File: config.mk
export PLATFORM = sky130hd
export DESIGN_NAME = imem_loader
export DESIGN_NICKNAME = d
export VERILOG_FILES = /design/src/rtl/imem_loader.sv
export SDC_FILE = /design/constraint.sdc
export NUM_CORES = 2
export LEC_CHECK = 0
export CAP_MARGIN = 0
export CORE_ASPECT_RATIO = 0.6
export CORE_MARGIN = 2
export CORE_UTILIZATION = 50
export CTS_CLUSTER_DIAMETER = 40
export DETAILED_ROUTE_END_ITERATION = 12
export GPL_TIMING_DRIVEN = 0
export PLACE_DENSITY = 0.71
export SKIP_LAST_GASP = 1
export SLEW_MARGIN = 20
export SYNTH_ARGS = -nofsm -noshare
export SYNTH_HDL_FRONTEND = slang
export SYNTH_SLANG_ARGS = --single-unit
File: constraint.sdc
create_clock -name clock -period 7.3 [get_ports clock]
set_input_delay 1.095 -clock clock [delete_from_list [all_inputs] [get_ports clock]]
set_output_delay 1.095 -clock clock [all_outputs]
set_load 0.05 [all_outputs]
File: src/rtl/imem_loader.sv
// imem_loader: instruction-memory responder for the PMIPSL processor family.
// Answers the processor fetch port combinationally from an internal 17-bit RAM
// and provides a byte-serial load port that fills the RAM while the processor
// is held in reset.
//
// Ports:
//   clock, reset          system clock, asynchronous active-high reset
//   imemaddr  [16:0]      processor fetch byte address
//   imemrdata [16:0]      instruction word (combinational, zero outside RUN)
//   load_req              level: high requests a load session
//   load_valid, load_byte byte stream; accepted when load_valid && load_ready
//   load_ready            high while a load session is open
//   cpu_reset             processor reset, held across a session
//   word_count [AW:0]     words written in the current or last session
//   load_err              sticky: last session ended on a partial word
//   overflow              sticky: last session sent more than DEPTH words
module imem_loader #(
   parameter int unsigned DEPTH = 128,
   parameter int unsigned AW    = 7
) (
   input  logic          clock,
   input  logic          reset,
   input  logic [16:0]   imemaddr,
   output logic [16:0]   imemrdata,
   input  logic          load_req,
   input  logic          load_valid,
   input  logic [7:0]    load_byte,
   output logic          load_ready,
   output logic          cpu_reset,
   output logic [AW:0]   word_count,
   output logic          load_err,
   output logic          overflow
);

   localparam int unsigned IW = 17;
   localparam int unsigned CW = AW + 1;

   typedef enum logic [1:0] {RUN, B0, B1, B2} state_t;

   state_t          state_q, state_d;
   logic [CW-1:0]   ptr_q, ptr_d;
   logic [CW-1:0]   wc_d;
   logic            err_d, ovf_d;
   logic            hi_q, hi_d;
   logic [7:0]      mid_q, mid_d;
   logic            ready_d, cpu_reset_d;
   logic            we_c;

   logic [IW-1:0]   mem [DEPTH];

   // State and control registers; RAM contents are deliberately not reset.
   always_ff @(posedge clock or posedge reset) begin
      if (reset) begin
         state_q    <= RUN;
         ptr_q      <= '0;
         word_count <= '0;
         load_err   <= 1'b0;
         overflow   <= 1'b0;
         hi_q       <= 1'b0;
         mid_q      <= '0;
         load_ready <= 1'b0;
         cpu_reset  <= 1'b1;
      end else begin
         state_q    <= state_d;
         ptr_q      <= ptr_d;
         word_count <= wc_d;
         load_err   <= err_d;
         overflow   <= ovf_d;
         hi_q       <= hi_d;
         mid_q      <= mid_d;
         load_ready <= ready_d;
         cpu_reset  <= cpu_reset_d;
      end
   end

   // Next-state logic; load_req is checked before any byte is taken.
   always_comb begin
      state_d = state_q;
      ptr_d   = ptr_q;
      wc_d    = word_count;
      err_d   = load_err;
      ovf_d   = overflow;
      hi_d    = hi_q;
      mid_d   = mid_q;
      we_c    = 1'b0;

      unique case (state_q)
         RUN: begin
            if (load_req) begin
               state_d = B0;
               ptr_d   = '0;
               wc_d    = '0;
               err_d   = 1'b0;
               ovf_d   = 1'b0;
            end
         end
         B0: begin
            if (!load_req) begin
               state_d = RUN;
            end else if (load_valid) begin
               hi_d    = load_byte[0];
               state_d = B1;
            end
         end
         B1: begin
            if (!load_req) begin
               state_d = RUN;
               err_d   = 1'b1;
            end else if (load_valid) begin
               mid_d   = load_byte;
               state_d = B2;
            end
         end
         B2: begin
            if (!load_req) begin
               state_d = RUN;
               err_d   = 1'b1;
            end else if (load_valid) begin
               state_d = B0;
               // Pointer never wraps: surplus words are dropped, not overwritten.
               if (ptr_q == CW'(DEPTH)) begin
                  ovf_d = 1'b1;
               end else begin
                  we_c  = 1'b1;
                  ptr_d = ptr_q + CW'(1);
               end
               if (word_count != CW'(DEPTH)) begin
                  wc_d = word_count + CW'(1);
               end
            end
         end
         default: state_d = RUN;
      endcase

      ready_d     = (state_d != RUN);
      // Rises with session entry, releases one edge after RUN is re-entered.
      cpu_reset_d = (state_d != RUN) || (state_q != RUN);
   end

   // RAM write port
   always_ff @(posedge clock) begin
      if (we_c) begin
         mem[ptr_q[AW-1:0]] <= {hi_q, mid_q, load_byte};
      end
   end

   // Asynchronous fetch; out-of-range addresses and load sessions read zero.
   always_comb begin
      imemrdata = '0;
      if ((state_q == RUN) && ((imemaddr >> CW) == 17'd0)) begin
         imemrdata = mem[imemaddr[AW:1]];
      end
   end

endmodule

After elaboration in Yosys (flattened, before gate mapping)
Memories as Yosys holds them, arrays and structs flattened.
Index checks and enable logic that the tools add are counted.
{ "totals": {"word_cells": 70, "n_memories": 1, "ram_bits": 2176, "inputBits": 29, "out_inout_bits": 29, "reg_bits": 31} }
{ "op_classes": {"n_addsub": 2, "mux": 31, "eq_ne": 12, "n_reduce_logical": 15} }
{ "memory_table": {"columns": ["memory", "words", "word_bits", "read_ports", "rd_ports_with_merged_regs", "wr", "line_no", "source"], "rows": [
  ["mem", 128, 17, 1, 0, 1, "49", "logic [IW-1:0] mem [DEPTH];"]
]} }
{ "op_table": {"columns": ["operator", "count"], "rows": [
  ["8-bit two-way mux", 7],
  ["8-bit one-hot mux with 2 select lines", 2],
  ["17-bit zero test", 1],
  ["17-bit two-way mux", 1],
  ["8-bit by 1-bit adder with 8-bit output, second input constant", 2],
  ["5-bit AND reduction", 3],
  ["2-bit two-way mux", 7],
  ["2-bit inequality test, second input constant", 7],
  ["1-bit two-way mux", 11],
  ["3-bit AND reduction", 3],
  ["8-bit == test, second input constant", 1],
  ["8-bit inequality test, second input constant", 1],
  ["2-bit one-hot mux with 4 select lines", 1],
  ["2-bit nonzero test", 4],
  ["2-bit == test, second input constant", 2],
  ["1-bit one-hot mux with 2 select lines", 2],
  ["2-bit by 1-bit == test with 1-bit output, second input constant", 1],
  ["2-bit zero test", 1],
  ["2-bit OR reduction", 1],
  ["1-bit logical AND", 1],
  ["1-bit logical OR", 1]
]} }

Logic depth before layout (Yosys ltp)
{ "logic_depth": {"depth_word": 7, "mapped_depth": 10} }

Least setup slack after synthesis
OpenSTA, ideal clock, no wires.
{ "synth_timing": {"kind": "input to output", "startpoint": "input imemaddr[2]", "endpoint": "output imemrdata[0]", "n_path_buf": 4, "t_arrival_ns": 3.026, "stages": 8, "path_slack_ns": 3.179, "required_time_ns": 6.205, "path_cell_list": "buf_2 -> buf_2 -> buf_2 -> clkbuf_1 -> mux4_2 -> a22oi_1 -> nand3_1 -> o31a_1"} }
{ "synth_between": {"elab_chain_cells": 2} }
{ "synth_lines": {"columns": ["item", "line_no", "source"], "rows": [
  ["start, declared", "23", "input logic [16:0] imemaddr,"],
  ["memory read 128 x 17 bit", null, null],
  ["17-bit two-way mux", "150", "if ((state_q == RUN) && ((imemaddr >> CW) == 17'd0)) begin"],
  ["end, declared", "24", "output logic [16:0] imemrdata,"]
]} }
No other way between the ends.

Worst setup path in the final report
{ "layout_timing": {"startpoint": "input imemaddr[7]", "endpoint": "output imemrdata[10]"} }
The elaborated chain is that of the path after synthesis.

==> flow_summary.ini <==
[outcome]
status = finished with violations
violations = negative setup slack

[floorplanning]
coreArea_sq_um = 169000
chipWidth_um = 537
start_util = 0.503
dieArea_sq_um = 174000
io-pin-count = 58
die_h_um = 324
fp-row-count = 117

[worst_setup_path]
worstPathArrival_ns = 6.23
critPathBufInv = 4
crit_required_ns = 6.20
timing.rr.end = mem[75][14]
crit_start = imemaddr[7]
cp-endpoint = imemrdata[10]
reg2reg_from = ptr_q[5]
critPathKind = primary input to primary output
crit_path_top_delay_cell = clkdlybuf4s50_1
critPathMaxStageDelay_ns = 0.88
start_kind = primary input
cp.depth = 10
ff2ff_path_depth = 9
worstSetupEndpointType = primary output
r2r_setup_slack_ns = 3.09
crit_top_cell = clkdlybuf4s50_1
worstPathCellList = clkdlybuf4s50_1 > and2_1 > buf_2 > nand3b_1 > clkbuf_1 > a211oi_1 > o21ai_0 > nand4_1 > o31a_1 > clkdlybuf4s50_1
critPathMaxFanout = 10
cp_top_family = buffers and inverters

[sta]
fmax_mhz = 136
finalWorstSetupSlack_ns = -0.0279
drv_slew = 0
holdWs_ns = 0.551
min_period_ns = 7.33
fin_skew_ns = 0.0307
final-hold-violation-count = 0
slew_headroom = 0.181
setup_viol = 1
rsz0062_at_grt = no
setup-tns-final_ns = -0.0279
finalCritPeriodShare = 1.00
tightestPinTransition_ns = 1.23

[clock_network]
post_cts_resized = 0
cts_tree = yes
htree_levels = 4
worstSkewPairLatency_ns = 0.82
cts.sinks = 2207
cts.clk_slew.worst_paths_ns = 0.07
postCtsHoldBufs = 0
cts.root.buffer_cell = clkbuf_16
numCtsBuffers = 192
cts.path.max_buffers = 4
cts_setup_buffers = 0

[min_path]
min-delay-start = ptr_q[7]
hold_path.class = flip-flop to flip-flop

[cells_and_area]
area_growth_pct = 13.9
drive_above_1_share = 0.226
mostFrequentLayoutCells = edfxtp_1 (2,176), mux4_2 (370), mux2i_1 (312)
final_nets = 4635
layout_commonest_cell = edfxtp_1
n_fill_cell = 12100
instances_no_fill = 7010

[global_routing]
grt_max_degree = 86
track_usage = 0.274
grt_antenna_before_repair = 9
grt_pass1_wl_um = 332000
grt_pass1_vias = 43300
grt.overflow.total = 0

[synthesis]
synthTopCellsByArea = edfxtp_1 (77%), mux4_2 (9.8%), mux2i_1 (3.7%)
yosys_warnings = 0
synth_seq_area_share = 0.776
syn-num-nets = 4239
yosys.area.top_type = edfxtp_1
synth_cells = 4206
ys.flop_type = edfxtp_1
netlist.area_leader.share = 0.767
synth.distinct_cells = 53
syn_avg_cell_area_sq_um = 20.3
yosys_register_bits = 2207
netlist_area_sq_um = 85200
ys_async_sr_fraction = 0.0140
synth-edff-count = 2176

[drt]
drc = 0
vias = 46100
viasPerCell = 6.57
drt-total-wl_um = 238000
drt_pass1_iterations = 8
ant_nets = 0
routedWlPerCell_um = 33.9
drtIter0Drc = 8871

[job]
maxCapViolCount = 0

[power]
max-vdd-ir-drop_uv = 255
p_total_mw = 26.6
p_leak_nw = 30.9
powerDensity_nw_per_um2 = 274

[placement]
place_congestion = 0.942
dp_hpwl_um = 165000
numPortBuffers = 54
placed_cells = 6669
-- worst min-delay path, stage by stage, from the launching register on --
cell,delay [ns]
dfrtp_1,0.37
xnor2_1,0.12
nor2_1,0.04
-- kinds of logic (layout without fill, tap and decap cells) --
group           Yosys count  after routing  share of synthesized area
compound gates          392            392                     0.0337
xor+xnor                 10             10                    0.00103
fa+ha+maj                 4              4                   0.000587
buf+inv                 256            795                     0.0144
flops                  2207           2207                      0.776
mux                     697            697                      0.136
other cells               0              4                          0
simple gates            640            640                     0.0379
-- registers in the layout (all words and copies together), names as in the netlist --
signal / flops
load_err: 1
cpu_reset: 1
state_q: 2
overflow: 1
word_count: 8
load_ready: 1
mem: 2176
mid_q: 8
ptr_q: 8
hi_q: 1
-- worst min path at each step --
stage | end | cells past startpoint | slack [ns]
6_report | ptr_q[7] | 2 | 0.55
2_1_floorplan | ptr_q[7] | 2 | 0.51
3_5_place_dp | ptr_q[7] | 2 | 0.55
3_3_place_gp | ptr_q[7] | 2 | 0.54
5_1_grt | ptr_q[7] | 2 | 0.61
4_1_cts | ptr_q[7] | 2 | 0.55
-- area by class of cell --
type / instances / area, sq um / area share
plain buffers: 248 / 1200 / 0.0124
multi-input cells: 1743 / 18300 / 0.188
diodes: 4 / 10.0 / 0.000103
inverters: 8 / 30.0 / 0.000309
well taps: 2261 / 2830 / 0.0291
flip-flops and latches: 2207 / 66200 / 0.682
repair buffers: 202 / 2710 / 0.0279
clock inverters: 81 / 731 / 0.00753
clock buffers: 256 / 5140 / 0.0529
-- layer usage --
metal	up-vias	routed length, um	track usage
met5	-	220	0.00685
met4	10	5440	0.0574
met3	374	43000	0.129
met2	3562	93400	0.349
met1	23900	95700	0.422
li1	18200	-	-
-- cell usage after synthesis (all sizes together), types with 2 or more instances --
cell type	n
nand2b	6
nor3b	5
xor2	5
o22a	16
nor2b	77
xnor2	5
and3	12
nand4b	2
inv	8
nand3b	2
ha	4
nand3	223
nor2	180
nor3	3
nand4	69
o31a	17
a221oi	4
mux4	370
a22o	33
a21oi	44
mux2i	312
a211oi	96
and2	13
o22ai	3
dfrtp	30
a22oi	149
edfxtp	2176
o21ai	22
and3b	3
nand2	35
nor4	2
buf	145
mux2	15
or3	5
clkbuf	103
-- per-stage QoR --
stage	instance area (sq um)	util	setup slack (ns)
final	97100	0.573	-0.0279
after global routing	97100	0.573	0.00856
after CTS	97100	0.573	0.414
after detailed placement	91200	0.538	0.416
after global placement	88600	0.523	0.440
after floorplan	85200	-	3.18
-- power by group --
part | switching [mW] | total [mW] | internal, mW
combinational | 1.43 | 1.96 | 0.533
clock | 4.49 | 9.87 | 5.37
sequential | 0.198 | 14.8 | 14.6
total | 6.12 | 26.6 | 20.5
No activity file was read; power rests on OpenSTA's default activity.
